## src/rtl/rs_issue_sched.sv

```systemverilog
// Age-ordered dual-port issue scheduler: picks the two oldest ready RS entries
// relative to the ROB head and registers them into per-port output stages.
module rs_issue_sched #(
    parameter int RS_SIZE   = 16,
    parameter int ROB_IDX_W = 5,
    parameter int RS_IDX_W  = $clog2(RS_SIZE)
) (
    input  logic                                clock,
    input  logic                                reset,
    input  logic                                squash,
    input  logic [RS_SIZE-1:0]                  entry_ready,
    input  logic [RS_SIZE-1:0][ROB_IDX_W-1:0]   entry_rob_idx,
    input  logic [ROB_IDX_W-1:0]                rob_head,
    input  logic [1:0]                          port_ready,
    output logic [RS_SIZE-1:0]                  grant,
    output logic [1:0]                          port_valid,
    output logic [1:0][RS_IDX_W-1:0]            port_rs_idx,
    output logic [1:0][ROB_IDX_W-1:0]           port_rob_idx
);

    logic [RS_SIZE-1:0][ROB_IDX_W-1:0] entryAge;
    logic                              firstFound;
    logic [RS_IDX_W-1:0]               firstIdx;
    logic [ROB_IDX_W-1:0]              firstAge;
    logic                              secondFound;
    logic [RS_IDX_W-1:0]               secondIdx;
    logic [ROB_IDX_W-1:0]              secondAge;
    logic [1:0]                        portFree;
    logic [1:0]                        assignValid;
    logic [1:0][RS_IDX_W-1:0]          assignIdx;

    logic [1:0]                        portValid_q, portValid_d;
    logic [1:0][RS_IDX_W-1:0]          portRsIdx_q, portRsIdx_d;
    logic [1:0][ROB_IDX_W-1:0]         portRobIdx_q, portRobIdx_d;

    // Modular distance from the ROB head; the subtraction wraps at ROB_IDX_W bits.
    always_comb begin
        for (int i = 0; i < RS_SIZE; i++) begin
            entryAge[i] = entry_rob_idx[i] - rob_head;
        end
    end

    // Strict less-than while scanning upward keeps the lower index on equal age.
    always_comb begin
        firstFound = 1'b0;
        firstIdx   = '0;
        firstAge   = '0;
        for (int i = 0; i < RS_SIZE; i++) begin
            if (entry_ready[i] && (!firstFound || (entryAge[i] < firstAge))) begin
                firstFound = 1'b1;
                firstIdx   = RS_IDX_W'(i);
                firstAge   = entryAge[i];
            end
        end
    end

    always_comb begin
        secondFound = 1'b0;
        secondIdx   = '0;
        secondAge   = '0;
        for (int i = 0; i < RS_SIZE; i++) begin
            if (entry_ready[i] && !(firstFound && (RS_IDX_W'(i) == firstIdx)) &&
                (!secondFound || (entryAge[i] < secondAge))) begin
                secondFound = 1'b1;
                secondIdx   = RS_IDX_W'(i);
                secondAge   = entryAge[i];
            end
        end
    end

    // Oldest goes to the lowest free port, second-oldest to the next free one.
    always_comb begin
        portFree    = ~portValid_q | port_ready;
        assignValid = '0;
        assignIdx   = '0;
        if (!reset && !squash) begin
            if (portFree[0]) begin
                assignValid[0] = firstFound;
                assignIdx[0]   = firstIdx;
                if (portFree[1]) begin
                    assignValid[1] = secondFound;
                    assignIdx[1]   = secondIdx;
                end
            end else if (portFree[1]) begin
                assignValid[1] = firstFound;
                assignIdx[1]   = firstIdx;
            end
        end
    end

    always_comb begin
        grant = '0;
        for (int p = 0; p < 2; p++) begin
            if (assignValid[p]) begin
                grant[assignIdx[p]] = 1'b1;
            end
        end
    end

    // Load beats drain beats hold; squash clears both stages regardless of stall.
    always_comb begin
        portValid_d  = portValid_q;
        portRsIdx_d  = portRsIdx_q;
        portRobIdx_d = portRobIdx_q;
        for (int p = 0; p < 2; p++) begin
            if (squash) begin
                portValid_d[p]  = 1'b0;
                portRsIdx_d[p]  = '0;
                portRobIdx_d[p] = '0;
            end else if (assignValid[p]) begin
                portValid_d[p]  = 1'b1;
                portRsIdx_d[p]  = assignIdx[p];
                portRobIdx_d[p] = entry_rob_idx[assignIdx[p]];
            end else if (port_ready[p]) begin
                portValid_d[p]  = 1'b0;
            end
        end
    end

    always_ff @(posedge clock) begin
        if (reset) begin
            portValid_q  <= '0;
            portRsIdx_q  <= '0;
            portRobIdx_q <= '0;
        end else begin
            portValid_q  <= portValid_d;
            portRsIdx_q  <= portRsIdx_d;
            portRobIdx_q <= portRobIdx_d;
        end
    end

    assign port_valid   = portValid_q;
    assign port_rs_idx  = portRsIdx_q;
    assign port_rob_idx = portRobIdx_q;

endmodule
```

## config.mk

```make
export PLATFORM = sky130hd
export DESIGN_NAME = rs_issue_sched
export DESIGN_NICKNAME = d
export VERILOG_FILES = /design/src/rtl/rs_issue_sched.sv
export SDC_FILE = /design/constraint.sdc
export NUM_CORES = 1
export LEC_CHECK = 0
export ABC_CLOCK_PERIOD_IN_PS = 117600
export BUFFER_PORTS_ARGS = -buffer_cell sky130_fd_sc_hd__buf_2
export CAP_MARGIN = 20
export CORE_MARGIN = 2
export CORE_UTILIZATION = 40
export CTS_CLUSTER_DIAMETER = 40
export DETAILED_ROUTE_END_ITERATION = 7
export GPL_ROUTABILITY_DRIVEN = 0
export SLEW_MARGIN = 0
export SYNTH_ARGS = -nofsm -noshare
export SYNTH_HDL_FRONTEND = slang
export SYNTH_SLANG_ARGS = --single-unit
export TNS_END_PERCENT = 50
```

## constraint.sdc

```tcl
create_clock -name clock -period 117.6 [get_ports clock]
set_input_delay 23.52 -clock clock [delete_from_list [all_inputs] [get_ports clock]]
set_output_delay 23.52 -clock clock [all_outputs]
set_load 0.005 [all_outputs]
```

# Yosys cells after proc, flatten, opt, wreduce, memory -nomap -nowiden
# Cells that the tools add are included.
# word_totals
regBits	20
latchBits	0
ramBits	0
romBits	0
inputBits	106
out_inout_bits	36
elab_cells	337
n_memories	0
# classes
n_addsub	16
mul	0
n_div	0
order_cmp	34
eq_ne	15
shift	0
mux	116
bitwise_logic	3
n_reduce_logical	147
# op_table
cell	count
$mux 5	32
$lt 5x5->1	30
$mux 4	32
$sub 5x5->5	16
$logic_and 1x1->1	65
$logic_not 1->1	48
$mux 1	44
$bmux 5 s4	2
$eq 4x4->1 const A	8
$mux 16	2
$logic_or 1x1->1	30
$eq 3x4->1 const A	4
$or 16x16->16	1
$lt 4x5->1 const B	2
$demux 1 s4	2
$eq 2x4->1 const A	2
$ge 4x1->1 const B	2
$mux 8	1
$eq 1x4->1 const A	1
$logic_not 4->1	1
$reduce_bool 2->1	2
$mux 2	1
$not 2->2	1
$or 2x2->2	1
$reduce_or 2->1	1

# Logic depth before layout (Yosys ltp)
# Gate-level depths: netlist of the first run.
# depth
word_depth	137
ltp_mapped	296

# Least setup slack after synthesis of the first run
# No wires, ideal clock.
# synth_path
path_kind	in2out
from	input port rob_head[1]
to	output port grant[5]
t_arrival_ns	74.124
t_required_ns	94.080
path_slack_ns	19.956
stages	263
n_path_buf	12
path_cell_list	inv_1 -> fa_1 -> a21o_1 -> a21oi_1 -> xnor2_1 -> and2_1 -> inv_1 -> ha_1 -> a21oi_1 -> o21ai_0 -> o21ai_0 -> and2_1 -> clkbuf_1 -> nor2_1 -> a21oi_1 -> ha_1 -> a21oi_1 -> o21ai_0 -> [227 not listed] -> mux2_2 -> ha_1 -> a21o_1 -> a21o_1 -> a21oi_1 -> nand2_1 -> o21ai_0 -> a21oi_1 -> o21ai_0 -> inv_1 -> a32o_1 -> a211o_1 -> o31ai_1 -> buf_4 -> buf_6 -> buf_2 -> nand2b_1 -> o22ai_1
# synth_via
elab_chain_len	136
word_cells_on_any_way	313
classes_between	add/sub (16); order compare (34); eq/ne (15); mux (107); bitwise (1); reduce/logical (140)
# synth_rtl
element	line	source
start, declared	13	input logic [ROB_IDX_W-1:0] rob_head,
$sub 5x5->5	39	entryAge[i] = entry_rob_idx[i] - rob_head;
$mux 5	49	if (entry_ready[i] && (!firstFound || (entryAge[i] < firstAge))) begin
$lt 5x5->1	49	
$logic_or 1x1->1	49	
$logic_and 1x1->1	49	
$mux 5 / $mux 1 (equally long branches)	49	
$lt 5x5->1 / $logic_not 1->1 (equally long branches)	49	
$logic_or 1x1->1	49	
[120 not listed]	-	
$mux 4	77	if (portFree[0]) begin
$mux 8	76	if (!reset && !squash) begin
$lt 4x5->1 (implied by the code) / $ge 4x1->1 (equally long branches)	95	grant[assignIdx[p]] = 1'b1;
$logic_and 1x1->1 (implied by the code)	95	
$mux 1 (implied by the code)	95	
$demux 1 s4	95	
$or 16x16->16 (no line)	-	
$mux 16 (*)	94	if (assignValid[p]) begin
end, declared	15	output logic [RS_SIZE-1:0] grant,
# Every way passes the cells marked *; elsewhere a longest branch is shown, timed or not.

# Worst setup path in the final report of the first run
# layout_path
from	input port rob_head[0]
to	output port grant[6]
# Same word-level chain as after synthesis.

==> metrics.md, run 1 <==
| Metric | Value |
|---|---|
| Crit. End Element | `output port` |
| CTS Sinks | `20` |
| Mapped Cells | `roughly 1600` |
| CTS tree | `yes` |
| Req. time, crit path | `94080 ps` |
| Crit Path Class | `in2out` |
| Resized Gates After CTS | `0` |
| Layout Utilization | `44.6%` |
| Rows | `62` |
| Pre-CTS setup slack | `13020 ps` |
| Die Height | `~170 µm` |
| Placed Instances | `2077` |
| Crit path max-delay cell type | `o221ai_1` |
| Clk_lat worst skew | `260 ps` |
| Fin crit share | `between 80% and 90%` |
| Max-Cap Viols | `0` |
| Core area | `around 29000 µm²` |
| Slew @ Worst Pin | `1100 ps` |
| # IOs | `142` |
| Vias/cell | `6.23` |
| Cell area after synthesis | `11500 µm²` |
| Initial DRT Pass Iterations | `6` |
| Asr flop ratio synth | `0%` |
| Slew Viols, Final | `0` |
| Final Routed Wirelength | `44200 µm` |
| R2r startpoint | `port_valid[0]` |
| Final nets | `between 2000 and 2500` |
| Worst r2r path cells | `10` |
| Fillers | `between 3000 and 4000` |
| Detailed-route wire length per cell | `between 20 and 25 µm` |
| Mapped Nets | `1888` |
| Post-synthesis sequential area ratio | `roughly 3.5%` |
| Netlist cell types | `100` |
| DR iter-0 viols | `1119` |
| H-tree levels | `1` |
| Clk pin slew, worst setup/hold paths | `60 ps` |
| Initial antenna violation count | `0` |
| Area growth from synthesis to layout | `10.4%` |
| Total congestion overflow | `0` |
| Num CTS Buffers | `3` |
| Crit-path max FO | `16` |
| Routed vias | `between 10000 and 15000` |
| Post-DP HPWL | `37000 µm` |
| Post-synth EDFFs | `0` |
| Worst EP arrival | `82270 ps` |
| Final setup fails | `0` |
| Commonest non-fill, non-tap cell in the layout | `ha_1` |
| Minimum clock period | `105790 ps` |
| Final clock skew | `2.21 ps` |
| Synth Flop Type | `dfxtp_1` |
| DRC | `0` |
| Mean post-synth cell area | `7.29 µm²` |
| Routed Antenna Nets | `0` |
| Diodes inserted | `0` |
| Max Fclk | `9.45 MHz` |
| Layout cells sized above 1 | `14.3%` |
| Most used cell along the critical path | `a21o_1` |
| First-pass GRT wire length | `slightly below 70000 µm` |
| Hold-fix buffers, CTS | `0` |
| Worst reg2reg endpoint | `port_rob_idx[2]` |
| CTS root buf | `clkbuf_16` |
| Die width | `174 µm` |
| Post-CTS setup repair buffer count | `0` |
| Starting Density | `between 40% and 50%` |
| CP peak stage delay | `~940 ps` |
| Status | `complete, no violations` |
| Worst slew margin | `between 20% and 30%` |
| Total track usage | `28.1%` |
| Hold Crit Class | `reg2reg` |
| Worst setup SP type | `primary input` |
| Yosys warnings | `0` |
| Largest net degree at the start of global routing | `45` |
| Most frequent cells in the layout | `184 x ha_1, 175 x nand2_1, 145 x a21oi_1` |
| #FFs+latches synth | `20` |
| CP startpoint | `rob_head[0]` |
| Setup_tns | `0 ps` |
| Worst R2R Setup Slack | `113890 ps` |
| RSZ-0062 raised after global routing | `false` |
| Input/output buffers | `141` |
| PnR worst setup slack | `around 12000 ps` |
| Final instance count without filler cells | `2081` |
| Buffer depth of the longest clock path | `2` |
| Die area | `30200 µm²` |
| Setup crit end | `grant[6]` |
| Hold Vio Cnt, Final | `0` |
| Number of global-route vias before repair | `12200` |
synth_stat cells (22+ instances only):
library cell | number | area, µm²
ha_1 | 184 | 2300
nand2_1 | 175 | 657
a21oi_1 | 146 | 731
inv_1 | 126 | 473
nor2_1 | 106 | 398
a21o_1 | 86 | 646
o21ai_0 | 83 | 415
mux2i_1 | 65 | 651
xnor2_1 | 45 | 394
mux2_2 | 29 | 327
nand3_1 | 28 | 140
o22ai_1 | 28 | 175
nand2b_1 | 27 | 169
o21a_1 | 27 | 203
nand4_1 | 26 | 163
clkbuf_1 | 23 | 86.3
nor3_1 | 22 | 110
layout make-up:
class / count / area [µm²] / area share [%]
multi-input cells: 1393 / 10500 / 82.2
clock inverters: 1 / 30.0 / 0.236
inverters: 126 / 473 / 3.71
clock buffers: 3 / 75.1 / 0.589
well taps: 384 / 480 / 3.77
repair buffers: 154 / 803 / 6.31
flip-flops and latches: 20 / 400 / 3.14
registers in the layout, summed over array words and instances (netlist names):
signal / flops
port_valid: 2
port_rob_idx: 10
port_rs_idx: 8
worst max-delay path, delay by kind of cell:
family | cells | cell delay (ps)
adders and majority gates | 32 | 9650
muxes | 13 | 4790
xor gates and xnor gates | 1 | 160
and+or+nand+nor | 55 | 10160
buffers and inverters | 10 | 1100
AOI/OAI and AO/OA | 143 | 32850
per-stage QoR:
step | area, µm² | hold slack (ps)
CTS | 12700 | 454
floorplan | 11500 | 439
finish | 12700 | 458
detailed placement | 12600 | 446
global placement | 12600 | 433
global route | 12700 | 469
metal layers:
layer	track usage (%)	wire length, µm	vias up
met5	0	0	-
met3	2.39	3030	93
met1	37.7	19300	6127
li1	-	-	6164
met4	6.02	1050	0
met2	48.8	20800	578
worst min-delay path by stage:
| stage | start | end | slack (ps) | cells after the start |
|---|---|---|---|---|
| after floorplan | port_rs_idx[2] | port_rs_idx[2] | 440 | 2 |
| after global placement | port_rs_idx[1] | port_rs_idx[1] | 430 | 1 |
| after detailed placement | port_rob_idx[1] | port_rob_idx[1] | 450 | 2 |
| after CTS | port_rs_idx[2] | port_rs_idx[2] | 450 | 2 |
| after global routing | port_rs_idx[2] | port_rs_idx[2] | 470 | 2 |
| final | port_rob_idx[1] | port_rob_idx[1] | 460 | 2 |
cell families (layout without fill, tap and decap cells):
logic type | Yosys count | in the layout | synth area share (%)
xor+xnor | 64 | 64 | 4.86
buf+inv | 169 | 284 | 5.97
compound gates | 569 | 569 | 34.5
simple gates | 460 | 460 | 19.1
fa+ha+maj | 200 | 200 | 22.7
mux | 100 | 100 | 9.43
flops | 20 | 20 | 3.47
Power of run 1 is left out: the tool's default activity adds up to more than one toggle a clock period on the data nets, which glitch-free logic cannot reach.
==> run 2: changes to the inputs <==
==> constraint.sdc (replaced) <==
create_clock -name clock -period 117.6 [get_ports clock]
set_input_delay 29.4 -clock clock [delete_from_list [all_inputs] [get_ports clock]]
set_output_delay 29.4 -clock clock [all_outputs]
set_load 0.005 [all_outputs]
==> metrics.md, run 2 (synthesis gave the netlist of run 1 again) <==
| Metric | Value |
|---|---|
| CTS root buf | `clkbuf_16` |
| Diodes inserted | `0 (unchanged)` |
| Most frequent cells in the layout | `184 x ha_1, 173 x nand2_1, 140 x a21oi_1, 140 x buf_2, 124 x inv_1` |
| Worst slew margin | `20.0% (-6.6 points)` |
| Commonest non-fill, non-tap cell in the layout | `ha_1` |
| Final setup fails | `0 (unchanged)` |
| Hold Vio Cnt, Final | `0 (unchanged)` |
| Clk pin slew, worst setup/hold paths | `60 ps (about the same)` |
| Die Height | `174 µm (unchanged)` |
| Die area | `30200 µm² (unchanged)` |
| Hold-fix buffers, CTS | `0 (unchanged)` |
| Vias/cell | `6.35 (+1.9%)` |
| First-pass GRT wire length | `70600 µm (+3.3%)` |
| Detailed-route wire length per cell | `22.0 µm (+3.5%)` |
| Crit-path max FO | `39 (+23)` |
| Number of global-route vias before repair | `12500 (+2.9%)` |
| Max-Cap Viols | `0 (unchanged)` |
| Buffer depth of the longest clock path | `2 (unchanged)` |
| DRC | `0 (unchanged)` |
| DR iter-0 viols | `1240 (+11%)` |
| Crit Path Class | `in2out` |
| CTS tree | `yes` |
| Final Routed Wirelength | `45900 µm (+3.8%)` |
| Req. time, crit path | `88200 ps (-5880 ps)` |
| H-tree levels | `1 (unchanged)` |
| Family with the most delay on the worst path | `compound AO/OA/AOI/OAI gates` |
| Die width | `174 µm (unchanged)` |
| CP peak stage delay | `610 ps (-330 ps)` |
| Total congestion overflow | `0 (unchanged)` |
| Starting Density | `40.4% (unchanged)` |
| Fin crit share | `96.6% (+6.6 points)` |
| # IOs | `142 (unchanged)` |
| Worst setup SP type | `primary input` |
| Final nets | `2011 (+0.35%)` |
| Initial DRT Pass Iterations | `6 (unchanged)` |
| Max Fclk | `8.80 MHz (-6.9%)` |
| Largest net degree at the start of global routing | `40 (-11%)` |
| Buf/Inv on CP | `14 (+4)` |
| Worst EP arrival | `84190 ps (+1920 ps)` |
| Placed Instances | `2075 (-0.096%)` |
| Slew Viols, Final | `0 (unchanged)` |
| Clk_lat worst skew | `250 ps (about the same)` |
| Area growth from synthesis to layout | `12.5%` |
| Rows | `62 (unchanged)` |
| Initial antenna violation count | `1 (+1)` |
| Crit path max-delay cell type | `buf_4` |
| RSZ-0062 raised after global routing | `false` |
| Core area | `28500 µm² (unchanged)` |
| Post-DP HPWL | `38100 µm (+3.0%)` |
| Setup_tns | `0 ps (unchanged)` |
| Routed vias | `13300 (+2.3%)` |
| Most used cell along the critical path | `a21o_1` |
| Minimum clock period | `113590 ps (+7800 ps)` |
| Hold Crit Class | `reg2reg` |
| Final instance count without filler cells | `2088 (+0.34%)` |
| Final clock skew | `5.42 ps (+3.21 ps)` |
| Num CTS Buffers | `3 (unchanged)` |
| Slew @ Worst Pin | `1180 ps (+83.7 ps)` |
| Routed Antenna Nets | `0 (unchanged)` |
| CTS Sinks | `20 (unchanged)` |
| Status | `complete, no violations` |
| Crit. End Element | `output port` |
| Layout cells sized above 1 | `16.3% (+2.0 points)` |
| Max reg flops | `10 (unchanged)` |
| Total track usage | `29.1% (+1.1 points)` |
| Input/output buffers | `141 (unchanged)` |
-- run 2: cell count changes in the layout (fill, tap and decap cells not counted), moves of 3 or more --
cell,change
o21ai_0,-5
a21oi_2,+4
a211oi_1,-3
a21oi_1,-5
o21ai_1,+3
buf_4,+7
a211oi_2,+3
-- run 2: worst paths after layout --
check | from | endpoint | slack (ps) | depth (start not counted)
worst max-delay path | rob_head[2] | grant[12] | 4010 | 254
worst min-delay path | port_rob_idx[4] | port_rob_idx[4] | 460 | 2
worst max register to register | port_valid[0] | port_rob_idx[0] | 114270 | 11
worst min register to register | port_rob_idx[4] | port_rob_idx[4] | 460 | 2
-- run 2: area by class of cell --
| class | instances | area (µm²) |
|---|---|---|
| well taps | 384 | 480 |
| repair buffers | 161 | 858 |
| inverters | 126 | 477 |
| flip-flops and latches | 20 | 400 |
| clock inverters | 1 | 30.0 |
| multi-input cells | 1393 | 10700 |
| fillers | 2998 | 15600 |
| clock buffers | 3 | 75.1 |
-- run 2: repair_timing --
item	4_1_cts	5_1_grt
gates resized for setup	0	44
buffers inserted	0	9
setup endpoints to repair	0	16
-- run 2: layer usage --
layer	track usage [%]	wire [µm]	share of wire [%]	vias to the layer above
met5	0	7	0.015	-
met4	8.23	1420	3.1	2
met3	2.83	3690	8.0	107
met2	49.4	21500	47	668
met1	39.2	19300	42	6298
li1	-	-	-	6183
-- run 2: worst reg2reg max path: stages, from the launching register on --
cell and delay, ps:
dfxtp_1 320, nor2b_1 120, buf_4 170, nor2_1 240, nand2_1 500, nor2_1 530
nor2_1 90, buf_4 230, a222oi_1 450, nor2_1 130, nor3_1 300, o21ai_0 110
-- run 2: stage by stage --
stage	worst slack, ps	utilization [%]	cell area (µm²)	hold slack (ps)
3_3_place_gp	1660	44.2	12600	444
2_1_floorplan	8200	-	11500	439
3_5_place_dp	588	44.2	12600	449
5_1_grt	9.21	45.5	13000	488
4_1_cts	380	44.6	12700	461
6_report	4010	45.5	13000	457
Power of run 2 is left out for the same reason.
==> run 3: changes to the inputs <==
- CORE_UTILIZATION: 40 -> 55
- PLACE_DENSITY: unset -> 0.76
==> metrics.md, run 3 (synthesis gave the netlist of run 1 again) <==
| Metric | Value |
|---|---|
| Setup_tns | `0 ps (unchanged)` |
| Slew Viols, Final | `0 (unchanged)` |
| DR iter-0 viols | `1551 (+25%)` |
| Routed vias | `13300 (+0.45%)` |
| Placed inst area | `12500 µm² (-1.1%)` |
| Crit path max-delay cell type | `or4b_2` |
| Area growth from synthesis to layout | `11.7%` |
| Slew @ Worst Pin | `1200 ps (+13.4 ps)` |
| Crit-path max FO | `44 (+13%)` |
| Starting Density | `56.5% (+16 points)` |
| Num CTS Buffers | `3 (unchanged)` |
| Crit. End Element | `output port` |
| Final nets | `2019 (+0.40%)` |
| Max-Cap Viols | `0 (unchanged)` |
| CP peak stage delay | `580 ps (-30 ps)` |
| Worst setup SP type | `primary input` |
| Worst slew margin | `19.5% (-0.47 points)` |
| Die width | `149 µm (-14%)` |
| Vias/cell | `6.72 (+5.8%)` |
| Minimum clock period | `114020 ps (+430 ps)` |
| Fillers | `1920 (-36%)` |
| Die Height | `149 µm (-14%)` |
| Initial antenna violation count | `1 (unchanged)` |
| H-tree levels | `1 (unchanged)` |
| Input/output buffers | `141 (unchanged)` |
| Crit Path Class | `in2out` |
| # IOs | `142 (unchanged)` |
| Hold-fix buffers, CTS | `0 (unchanged)` |
| Initial DRT Pass Iterations | `6 (unchanged)` |
| Routed Antenna Nets | `0 (unchanged)` |
| Layout Utilization | `63.1% (+18 points)` |
| Most used cell along the critical path | `a21o_1` |
| Buffer depth of the longest clock path | `2 (unchanged)` |
| First-pass GRT wire length | `65200 µm (-7.6%)` |
| Most frequent cells in the layout | `184 x ha_1, 174 x nand2_1, 144 x a21oi_1` |
| Total congestion overflow | `0 (unchanged)` |
| Final instance area | `12900 µm² (-0.74%)` |
| Clk_lat worst skew | `250 ps (about the same)` |
| Core area | `20400 µm² (-28%)` |
| Max Fclk | `8.77 MHz (-0.38%)` |
| CTS root buf | `clkbuf_16` |
| Max reg flops | `10 (unchanged)` |
| Fin crit share | `97.0% (+0.37 points)` |
| Final Routed Wirelength | `42200 µm (-8.0%)` |
| Final clock skew | `3.58 ps (-1.84 ps)` |
| Commonest non-fill, non-tap cell in the layout | `ha_1` |
| Largest net degree at the start of global routing | `45 (+13%)` |
| DRC | `0 (unchanged)` |
| Worst EP arrival | `84620 ps (+430 ps)` |
| Layout cells sized above 1 | `16.2% (-0.018 points)` |
| Req. time, crit path | `88200 ps (about the same)` |
| CTS Sinks | `20 (unchanged)` |
| Total track usage | `36.5% (+7.3 points)` |
| Detailed-route wire length per cell | `21.3 µm (-3.1%)` |
| Rows | `52 (-16%)` |
| CTS tree | `yes` |
| Hold Vio Cnt, Final | `0 (unchanged)` |
| Clk pin slew, worst setup/hold paths | `60 ps (about the same)` |
| Status | `complete, no violations` |
| Number of global-route vias before repair | `12300 (-1.7%)` |
| Hold Crit Class | `reg2reg` |
| Final setup fails | `0 (unchanged)` |
| Post-DP HPWL | `34400 µm (-9.6%)` |
| Die area | `22200 µm² (-27%)` |
run 3: cell types whose count changed in the layout (fill, tap and decap cells not counted), moves of 2 or more:
cell      delta
a21oi_2      -3
a21oi_1      +4
o21ai_1      -4
buf_4        +4
a211oi_1     +2
o21ai_0      +4
a211oi_2     -2
run 3: worst paths after layout:
kind                       start         endpoint  slack [ps]  depth (start not counted)
hold reg to reg   port_rs_idx[3]   port_rs_idx[3]         450                          2
hold / removal    port_rs_idx[3]   port_rs_idx[3]         450                          2
setup reg to reg   port_valid[0]  port_rob_idx[0]      114280                         10
setup / recovery     rob_head[0]        grant[13]        3580                        262
run 3: final cells by class:
type                            instances  area [µm²]  share of cell area (%)
Multi-Input combinational cell       1394       10600                    82.5
Timing Repair Buffer                  167         920                    7.13
Inverter                              126         480                    3.73
Sequential cell                        20         400                    3.11
Tap cell                              270         338                    2.62
Clock buffer                            3        75.1                   0.582
Clock inverter                          1        30.0                   0.233
Timing Repair inverter                  1        5.00                  0.0388
Antenna cell                            1        2.50                  0.0194
run 3: repair_timing:
action	4_1_cts	5_1_grt
setup buffers	0	13
endpoints found under the setup margin	0	16
resized for setup	0	36
run 3: per-layer routing:
layer  track usage, %  share of wire, %
met1             49.1                40
met2             60.0                45
met3             5.02                11
met4             12.5               3.8
met5                0                 0
run 3: through the flow:
stage | hold WS, ps | instances | setup WS (ps)
after global routing | 473 | 1982 | -26.4
after CTS | 449 | 1966 | 1030
after detailed placement | 445 | 1962 | 1120
after floorplan | 439 | 1582 | 8200
after global placement | 432 | 1962 | 2640
final | 455 | 1983 | 3580
run 3: critical path: cells and delay by family:
kind | cells | cell delay (ps)
and+or+nand+nor | 54 | 9210
adders and majority gates | 32 | 9480
buffers and inverters | 16 | 1980
xor gates and xnor gates | 1 | 160
muxes | 14 | 4690
AOI/OAI and AO/OA | 145 | 29530
Power of run 3 is left out for the same reason.
